--- src/rtl/boron_key_schedule.sv ---
// BORON-80 iterative key schedule: one master key in, NUM_ROUNDS+1 round keys out.
// Define BORON_KS_DECRYPT_EN to add reverse-order (decryption) key emission.
module boron_key_schedule #(
  parameter int NUM_ROUNDS = 25
) (
  input  logic        clk,
  input  logic        rst_n,
  input  logic [79:0] key_in,
  input  logic        key_valid,
  output logic        key_ready,
  input  logic        dec_mode,
  output logic [79:0] rk_out,
  output logic        rk_valid,
  input  logic        rk_ready,
  output logic [4:0]  rk_index,
  output logic        rk_last
);

  localparam logic [1:0] S_IDLE = 2'd0;
  localparam logic [1:0] S_RUN  = 2'd2;
`ifdef BORON_KS_DECRYPT_EN
  localparam logic [1:0] S_PRE  = 2'd1;
`endif
  localparam logic [4:0] LAST = 5'(NUM_ROUNDS);

  logic [1:0]  state_q, state_d;
  logic [79:0] key_q, key_d;
  logic [4:0]  cnt_q, cnt_d;
  logic        dec_w;

  function automatic logic [3:0] sbox(input logic [3:0] x);
    logic [3:0] y;
    unique case (x)
      4'h0: y = 4'hE;  4'h1: y = 4'h4;
      4'h2: y = 4'hB;  4'h3: y = 4'h1;
      4'h4: y = 4'h7;  4'h5: y = 4'h9;
      4'h6: y = 4'hC;  4'h7: y = 4'hA;
      4'h8: y = 4'hD;  4'h9: y = 4'h2;
      4'hA: y = 4'h0;  4'hB: y = 4'hF;
      4'hC: y = 4'h8;  4'hD: y = 4'h5;
      4'hE: y = 4'h3;  default: y = 4'h6;
    endcase
    return y;
  endfunction

  function automatic logic [79:0] f_upd(
    input logic [79:0] k,
    input logic [4:0]  i
  );
    logic [79:0] t;
    t = {k[66:0], k[79:67]};
    t[3:0] = sbox(t[3:0]);
    t[63:59] = t[63:59] ^ i;
    return t;
  endfunction

`ifdef BORON_KS_DECRYPT_EN
  logic dec_q, dec_d;

  function automatic logic [3:0] sbox_inv(input logic [3:0] x);
    logic [3:0] y;
    unique case (x)
      4'h0: y = 4'hA;  4'h1: y = 4'h3;
      4'h2: y = 4'h9;  4'h3: y = 4'hE;
      4'h4: y = 4'h1;  4'h5: y = 4'hD;
      4'h6: y = 4'hF;  4'h7: y = 4'h4;
      4'h8: y = 4'hC;  4'h9: y = 4'h5;
      4'hA: y = 4'h7;  4'hB: y = 4'h2;
      4'hC: y = 4'h6;  4'hD: y = 4'h8;
      4'hE: y = 4'h0;  default: y = 4'hB;
    endcase
    return y;
  endfunction

  function automatic logic [79:0] g_upd(
    input logic [79:0] k,
    input logic [4:0]  i
  );
    logic [79:0] t;
    t = k;
    t[63:59] = t[63:59] ^ i;
    t[3:0] = sbox_inv(t[3:0]);
    return {t[12:0], t[79:13]};
  endfunction

  assign dec_w = dec_q;
`else
  logic unused_dec_mode;
  assign unused_dec_mode = dec_mode;
  assign dec_w = 1'b0;
`endif

  assign key_ready = (state_q == S_IDLE);
  assign rk_valid  = (state_q == S_RUN);
  assign rk_out    = key_q;
  assign rk_index  = cnt_q;
  assign rk_last   = rk_valid &&
                     (dec_w ? (cnt_q == 5'd0) : (cnt_q == LAST));

  // Next-state: key capture, decrypt precompute, per-handshake key step
  always_comb begin
    state_d = state_q;
    key_d   = key_q;
    cnt_d   = cnt_q;
`ifdef BORON_KS_DECRYPT_EN
    dec_d   = dec_q;
`endif
    unique case (state_q)
      S_IDLE: begin
        if (key_valid) begin
          key_d   = key_in;
          cnt_d   = 5'd0;
          state_d = S_RUN;
`ifdef BORON_KS_DECRYPT_EN
          dec_d = dec_mode;
          if (dec_mode) state_d = S_PRE;
`endif
        end
      end
`ifdef BORON_KS_DECRYPT_EN
      S_PRE: begin
        key_d = f_upd(key_q, cnt_q + 5'd1);
        cnt_d = cnt_q + 5'd1;
        if ((cnt_q + 5'd1) == LAST) state_d = S_RUN;
      end
`endif
      S_RUN: begin
        if (rk_ready) begin
          if (rk_last) begin
            state_d = S_IDLE;
          end
`ifdef BORON_KS_DECRYPT_EN
          else if (dec_w) begin
            key_d = g_upd(key_q, cnt_q);
            cnt_d = cnt_q - 5'd1;
          end
`endif
          else begin
            key_d = f_upd(key_q, cnt_q + 5'd1);
            cnt_d = cnt_q + 5'd1;
          end
        end
      end
      default: state_d = S_IDLE;
    endcase
  end

  // State registers; reset aborts any sequence in flight
  always_ff @(posedge clk or negedge rst_n) begin
    if (!rst_n) begin
      state_q <= S_IDLE;
      key_q   <= '0;
      cnt_q   <= '0;
`ifdef BORON_KS_DECRYPT_EN
      dec_q   <= 1'b0;
`endif
    end else begin
      state_q <= state_d;
      key_q   <= key_d;
      cnt_q   <= cnt_d;
`ifdef BORON_KS_DECRYPT_EN
      dec_q   <= dec_d;
`endif
    end
  end

endmodule

--- config.mk ---
export PLATFORM = sky130hd
export DESIGN_NAME = boron_key_schedule
export DESIGN_NICKNAME = d
export VERILOG_FILES = /design/src/rtl/boron_key_schedule.sv
export SDC_FILE = /design/constraint.sdc
export NUM_CORES = 1
export LEC_CHECK = 0
export CELL_PAD_IN_SITES_DETAIL_PLACEMENT = 1
export CELL_PAD_IN_SITES_GLOBAL_PLACEMENT = 1
export CORE_UTILIZATION = 30
export DETAILED_ROUTE_END_ITERATION = 8
export PLACE_DENSITY_LB_ADDON = 0.1
export RECOVER_POWER = 100
export SLEW_MARGIN = 15
export SYNTH_ARGS = -nofsm -noshare
export SYNTH_HDL_FRONTEND = slang
export SYNTH_SLANG_ARGS = --single-unit
--- constraint.sdc ---
create_clock -name clk -period 1.5 [get_ports clk]
set_input_delay 0.3 -clock clk [delete_from_list [all_inputs] [get_ports clk]]
set_output_delay 0.3 -clock clk [all_outputs]
set_load 0.03 [all_outputs]
# Word-level counts from Yosys, hierarchy flattened
# Memory sizes are Yosys's and may differ from the RTL's.
# Cells that the tools add are included.
dict set report word_totals {
  input_bits 85
  register_bits 87
  output_inout_bits 88
  wordCells 29
  mem_count 1
  rom_bits 64
}
dict set report classes {
  reduce_logical 5
  n_bitwise 1
  eq_ne 6
  muxes 12
  addsub 1
}
# memory depth width rd rd_ports_with_merged_regs write_ports line
set mem_list {}
lappend mem_list {{(name not given)} 16 4 1 0 0 33} ;# unique case (x)
# cell n
set op_table {}
lappend op_table {{two-way mux 80 bit} 3}
lappend op_table {{case mux 80 bit (2 select lines)} 1}
lappend op_table {{two-way mux 5 bit} 3}
lappend op_table {{case mux 5 bit (2 select lines)} 1}
lappend op_table {{two-way mux 2 bit} 3}
lappend op_table {{adder 5 x 1 -> 5 bit, second input constant} 1}
lappend op_table {{equality test 5 bit, second input constant} 1}
lappend op_table {{bitwise XOR 5 bit} 1}
lappend op_table {{!= test 2 x 1 -> 1 bit, second input constant} 2}
lappend op_table {{!= test 2 bit, second input constant} 2}
lappend op_table {{case mux 2 bit (2 select lines)} 1}
lappend op_table {{AND reduction 4 bit} 1}
lappend op_table {{AND reduction 3 bit} 1}
lappend op_table {{equality test 2 bit, second input constant} 1}
lappend op_table {{zero test 2 bit} 1}
lappend op_table {{nonzero test 2 bit} 1}
lappend op_table {{logical AND 1 bit} 1}

# Logic depth before layout (Yosys ltp)
dict set report depth {
  depth_word 5
  depth_mapped 8
  mapped_depth_nobuf 7
}

# Worst setup path before layout
# Ideal clock, no wire load.
dict set report synth_path {
  path_type {reg-to-reg}
  startpoint {reg key_q[67], in the netlist rk_out[67]}
  endpoint {reg key_q[3], in the netlist rk_out[3]}
  setup_slack_ns -0.268
  arrival_time_ns 1.682
  n_path_buf 0
  path_stages_with_launch 6
  synth_period_minus_slack_ns 1.768
  setup_time_ns 0.086
  required_ns 1.414
  path_cell_list {dfrtp_1 inv_1 ha_1 mux4_2 nor3b_1 nor3_1}
}
dict set report synth_via {
  elab_chain_cells 4
}
# element line
set synth_rtl {}
lappend synth_rtl {{start: declaration} 27} ;# logic [79:0] key_q, key_d;
lappend synth_rtl {{start signal: assignment} 159} ;# key_q <= key_d;
lappend synth_rtl {{memory (16 x 4 bit)} n/a}
lappend synth_rtl {{two-way mux 80 bit} 129} ;# if (rk_last) begin
lappend synth_rtl {{two-way mux 80 bit} 128} ;# if (rk_ready) begin
lappend synth_rtl {{case mux 80 bit (2 select lines)} 108} ;# unique case (state_q)
# Every way passes these cells. The select of a mux whose other input is x is not followed.
# A chain may end at the register's enable or synchronous reset.

# Worst setup path after layout
dict set report layout_path {
  startpoint {reg cnt_q[1], in the netlist rk_index[1]}
  endpoint {out rk_last}
}
dict set report layout_via {
  elab_chain_cells 2
}
# element line
set layout_rtl {}
lappend layout_rtl {{start: declaration} 28} ;# logic [4:0] cnt_q, cnt_d;
lappend layout_rtl {{start signal: assignment} 160} ;# cnt_q <= cnt_d;
lappend layout_rtl {{equality test 5 bit} 98} ;# (dec_w ? (cnt_q == 5'd0) : (cnt_q == LAST));
lappend layout_rtl {{logical AND 1 bit} 97} ;# assign rk_last = rk_valid &&
lappend layout_rtl {{end: declaration} 16} ;# output logic rk_last
# Every way passes these cells.

==> key figures <==
GRT
  – Grt total ovfl: 0
  – Number of global-route vias before repair: 4681
  – Initial antenna violation count: 0
  – Gr usage total: 23.3%
  – Largest net degree at the start of global routing: 41
  – First-pass GRT wire length: 27300 µm

Synth
  – Yosys cell types: 36
  – Mean area per synthesized cell: 10.4 µm²
  – Share of the synthesized area in the top cell type: 47.5%
  – Seq cells post-synth: 86
  – Synth Warn #: 0
  – FFs w/ async S/R, synth: 100%
  – Count leader, synth: dfrtp_1
  – Area leader, netlist: dfrtp_1
  – Gate Count Post-Synth: 437
  – Top_reg_cell synth: dfrtp_1
  – Mapped Nets: 526
  – Sequential area share after synthesis: 47.5%
  – Commonest cells post-synth: dfrtp_1 (86), nor2_1 (80), mux2i_1 (72), a21oi_2 (50), a21oi_1 (34)
  – Post-synth EDFFs: 0
  – Synth area leaders: dfrtp_1 (48%), mux2i_1 (16%), a21oi_2 (9.7%)
  – Mapped Area: 4530 µm²

Clock network
  – CTS tree: yes
  – Clock Latency Late Sink: 350 ps
  – Clock Sinks: 86
  – H-Tree Depth: 3
  – Root Buffer: clkbuf_16
  – Maximum clock insertion buffer count: 2
  – Worst-path clk slew: 70 ps
  – TritonCTS Buffers: 9

Worst setup path
  – Crit Path Class: register to output port
  – CP startpoint kind: register
  – Critical path capture point type: output port
  – Required time of the critical path: 1200 ps
  – Reg2Reg Depth: 9
  – Crit Reg-Reg Endpoint: rk_out[68]
  – Critical path fanouts, max: 3
  – FF-to-FF setup slack: -210 ps
  – Data arrival, critical path: 1450 ps
  – Critical path startpoint: rk_index[1]
  – FF-to-FF Start: rk_index[1]
  – Capture point of the worst path: rk_last

Timing
  – Finish-stage setup viols: 83
  – Max-slew headroom: 65.4%
  – Final WS setup: -253 ps
  – Fmax: 0.570 GHz
  – RSZ-0062 raised after global routing: yes
  – Clock Skew: 6.23 ps
  – Fin crit share: 117%
  – Endpoints failing hold: 0
  – Fin Hold WS: 453 ps
  – Worst Tran Pin Value: 519 ps
  – Min Tclk post-route: 1750 ps
  – Slew Viols, Final: 0

Route
  – Antenna viol nets, final: 0
  – Vias per inst: 4.96
  – DR iter-0 viols: 202
  – DR vias: 4467
  – Wire per inst: 21.3 µm
  – DRC viols: 16
  – Final wirelength: 19200 µm
  – DRT Pass-1 Iters: 6

Pwr
  – Pwr dens: 1920 nW/µm²
  – Leakage: 3.79 nW
  – Design Power: 16.4 mW
  – Peak supply drop: 0.951 mV

Floorplan
  – Overall die area: 15600 µm²
  – I/O pin count: 173
  – Die width: 125 µm
  – Row cnt: 44
  – Initial Util: 30.9%
  – Die Height: 125 µm
  – CORE AREA: 14600 µm²

Outcome
  – Failing checks: design-rule violations, negative setup slack
  – Status: finished, violations left

Place
  – Placed Instance Area: 6960 µm²
  – Routability cong.: 0.790
  – Final HPWL DP: 12200 µm
  – Input/output buffers: 171

Job
  – Maximum Capacitance Violations: 0

Final layout
  – Design area: 8570 µm²
  – Ant. Diodes: 0
  – Ratio of cells with drive above 1 in the final layout: 48.3%
  – # fillers: 1517
  – Layout Area Growth over Synthesis: 89.2%
  – Register area: 2160 µm²
  – Nets: 800
  – Area of the multi-input gates: 2860 µm²

Hold path
  – HP Class: input port to async pin
[power by group]
group          total (mW)  switching [mW]  leakage (nW)  internal, mW
Sequential           4.47            1.18         0.877          3.29
Clock                2.48            1.02         0.152          1.46
Combinational        9.49            5.31          2.76          4.17
Total                16.4            7.51          3.79          8.92
[final cells by class]
cell class	count	share of cell area (%)
clock buffer	10	2.67
clock inverter	6	1.01
inverter	7	0.482
multi-input combinational	314	33.3
sequential	86	25.2
tap	184	2.69
timing repair buffer	293	34.6
[critical path: stages (launching register included)]
cell	delay [ps]
dfrtp_2	410
inv_2	80
ha_4	140
nor2b_4	160
nand2_2	90
inv_4	80
buf_6	130
[how the worst min path moves through the flow]
stage / to / cells past startpoint / slack, ps / from
2_1_floorplan: rk_index[0] / 0 / 4 / rst_n
3_3_place_gp: rk_out[57] / 1 / 210 / rst_n
3_5_place_dp: rk_out[57] / 1 / 200 / rst_n
4_1_cts: rk_out[63] / 2 / 380 / rst_n
5_1_grt: rk_out[57] / 2 / 510 / rst_n
6_report: rk_out[63] / 2 / 450 / rst_n
[timing repair]
| item | in CTS | in global routing |
|---|---|---|
| cloned | 9 | 8 |
| pin swaps | 3 | 13 |
| endpoints found under the hold margin | 17 | 0 |
| buffers inserted | 14 | 25 |
| hold buffers | 1 | 0 |
| gates resized for setup | 155 | 205 |
| setup endpoints to repair | 160 | 103 |
[sequential cells by signal (all words and copies together) (netlist names)]
register,cells
rk_index,5
rk_out,80
state_q,1
[stage by stage]
step / instances / setup slack, ps / utilization [%] / setup TNS [ps]
after floorplan: 437 / -66.4 / - / -3590
after global placement: 833 / -298 / 47.5 / -20410
after detailed placement: 833 / -355 / 47.5 / -22540
after CTS: 873 / -238 / 53.4 / -8590
after global routing: 900 / -296 / 58.5 / -13550
final: 900 / -253 / 58.5 / -10390
[cells by family (layout without fill, tap and decap cells)]
kind of cell | count (synthesis) | in the layout | synth area share (%)
buf+inv | 37 | 316 | 4.81
mux | 75 | 75 | 16.9
xor+xnor | 8 | 8 | 1.55
fa+ha+maj | 4 | 4 | 1.10
flops | 86 | 86 | 47.5
simple gates | 123 | 123 | 11.6
compound gates | 104 | 104 | 16.5
[layout by cell type, fill, tap and decap left out, drive strengths merged, types with 4 or more instances in the layout]
cell type	netlist	routed
buf	30	121
dfrtp	86	86
a21oi	84	84
clkdlybuf4s50	0	82
nor2	80	80
mux2i	72	72
clkbuf	0	49
dlygate4sd2	0	39
nand2	15	15
clkdlybuf4s15	0	11
nor3	7	7
o22ai	7	7
inv	6	6
nand3	5	5
xor2	5	5
ha	4	4
clkinv	1	4
[metal layers]
layer | vias to the layer above | global-route usage (%) | share of wire (%) | routed length [µm]
met5 | - | 0 | 0 | 0
met1 | 2245 | 29.2 | 42 | 7970
met3 | 20 | 4.77 | 4.7 | 907
met2 | 124 | 39.9 | 52 | 9970
li1 | 2078 | - | - | -
met4 | 0 | 8.18 | 1.8 | 350
Power figures use the tool's default switching activity.
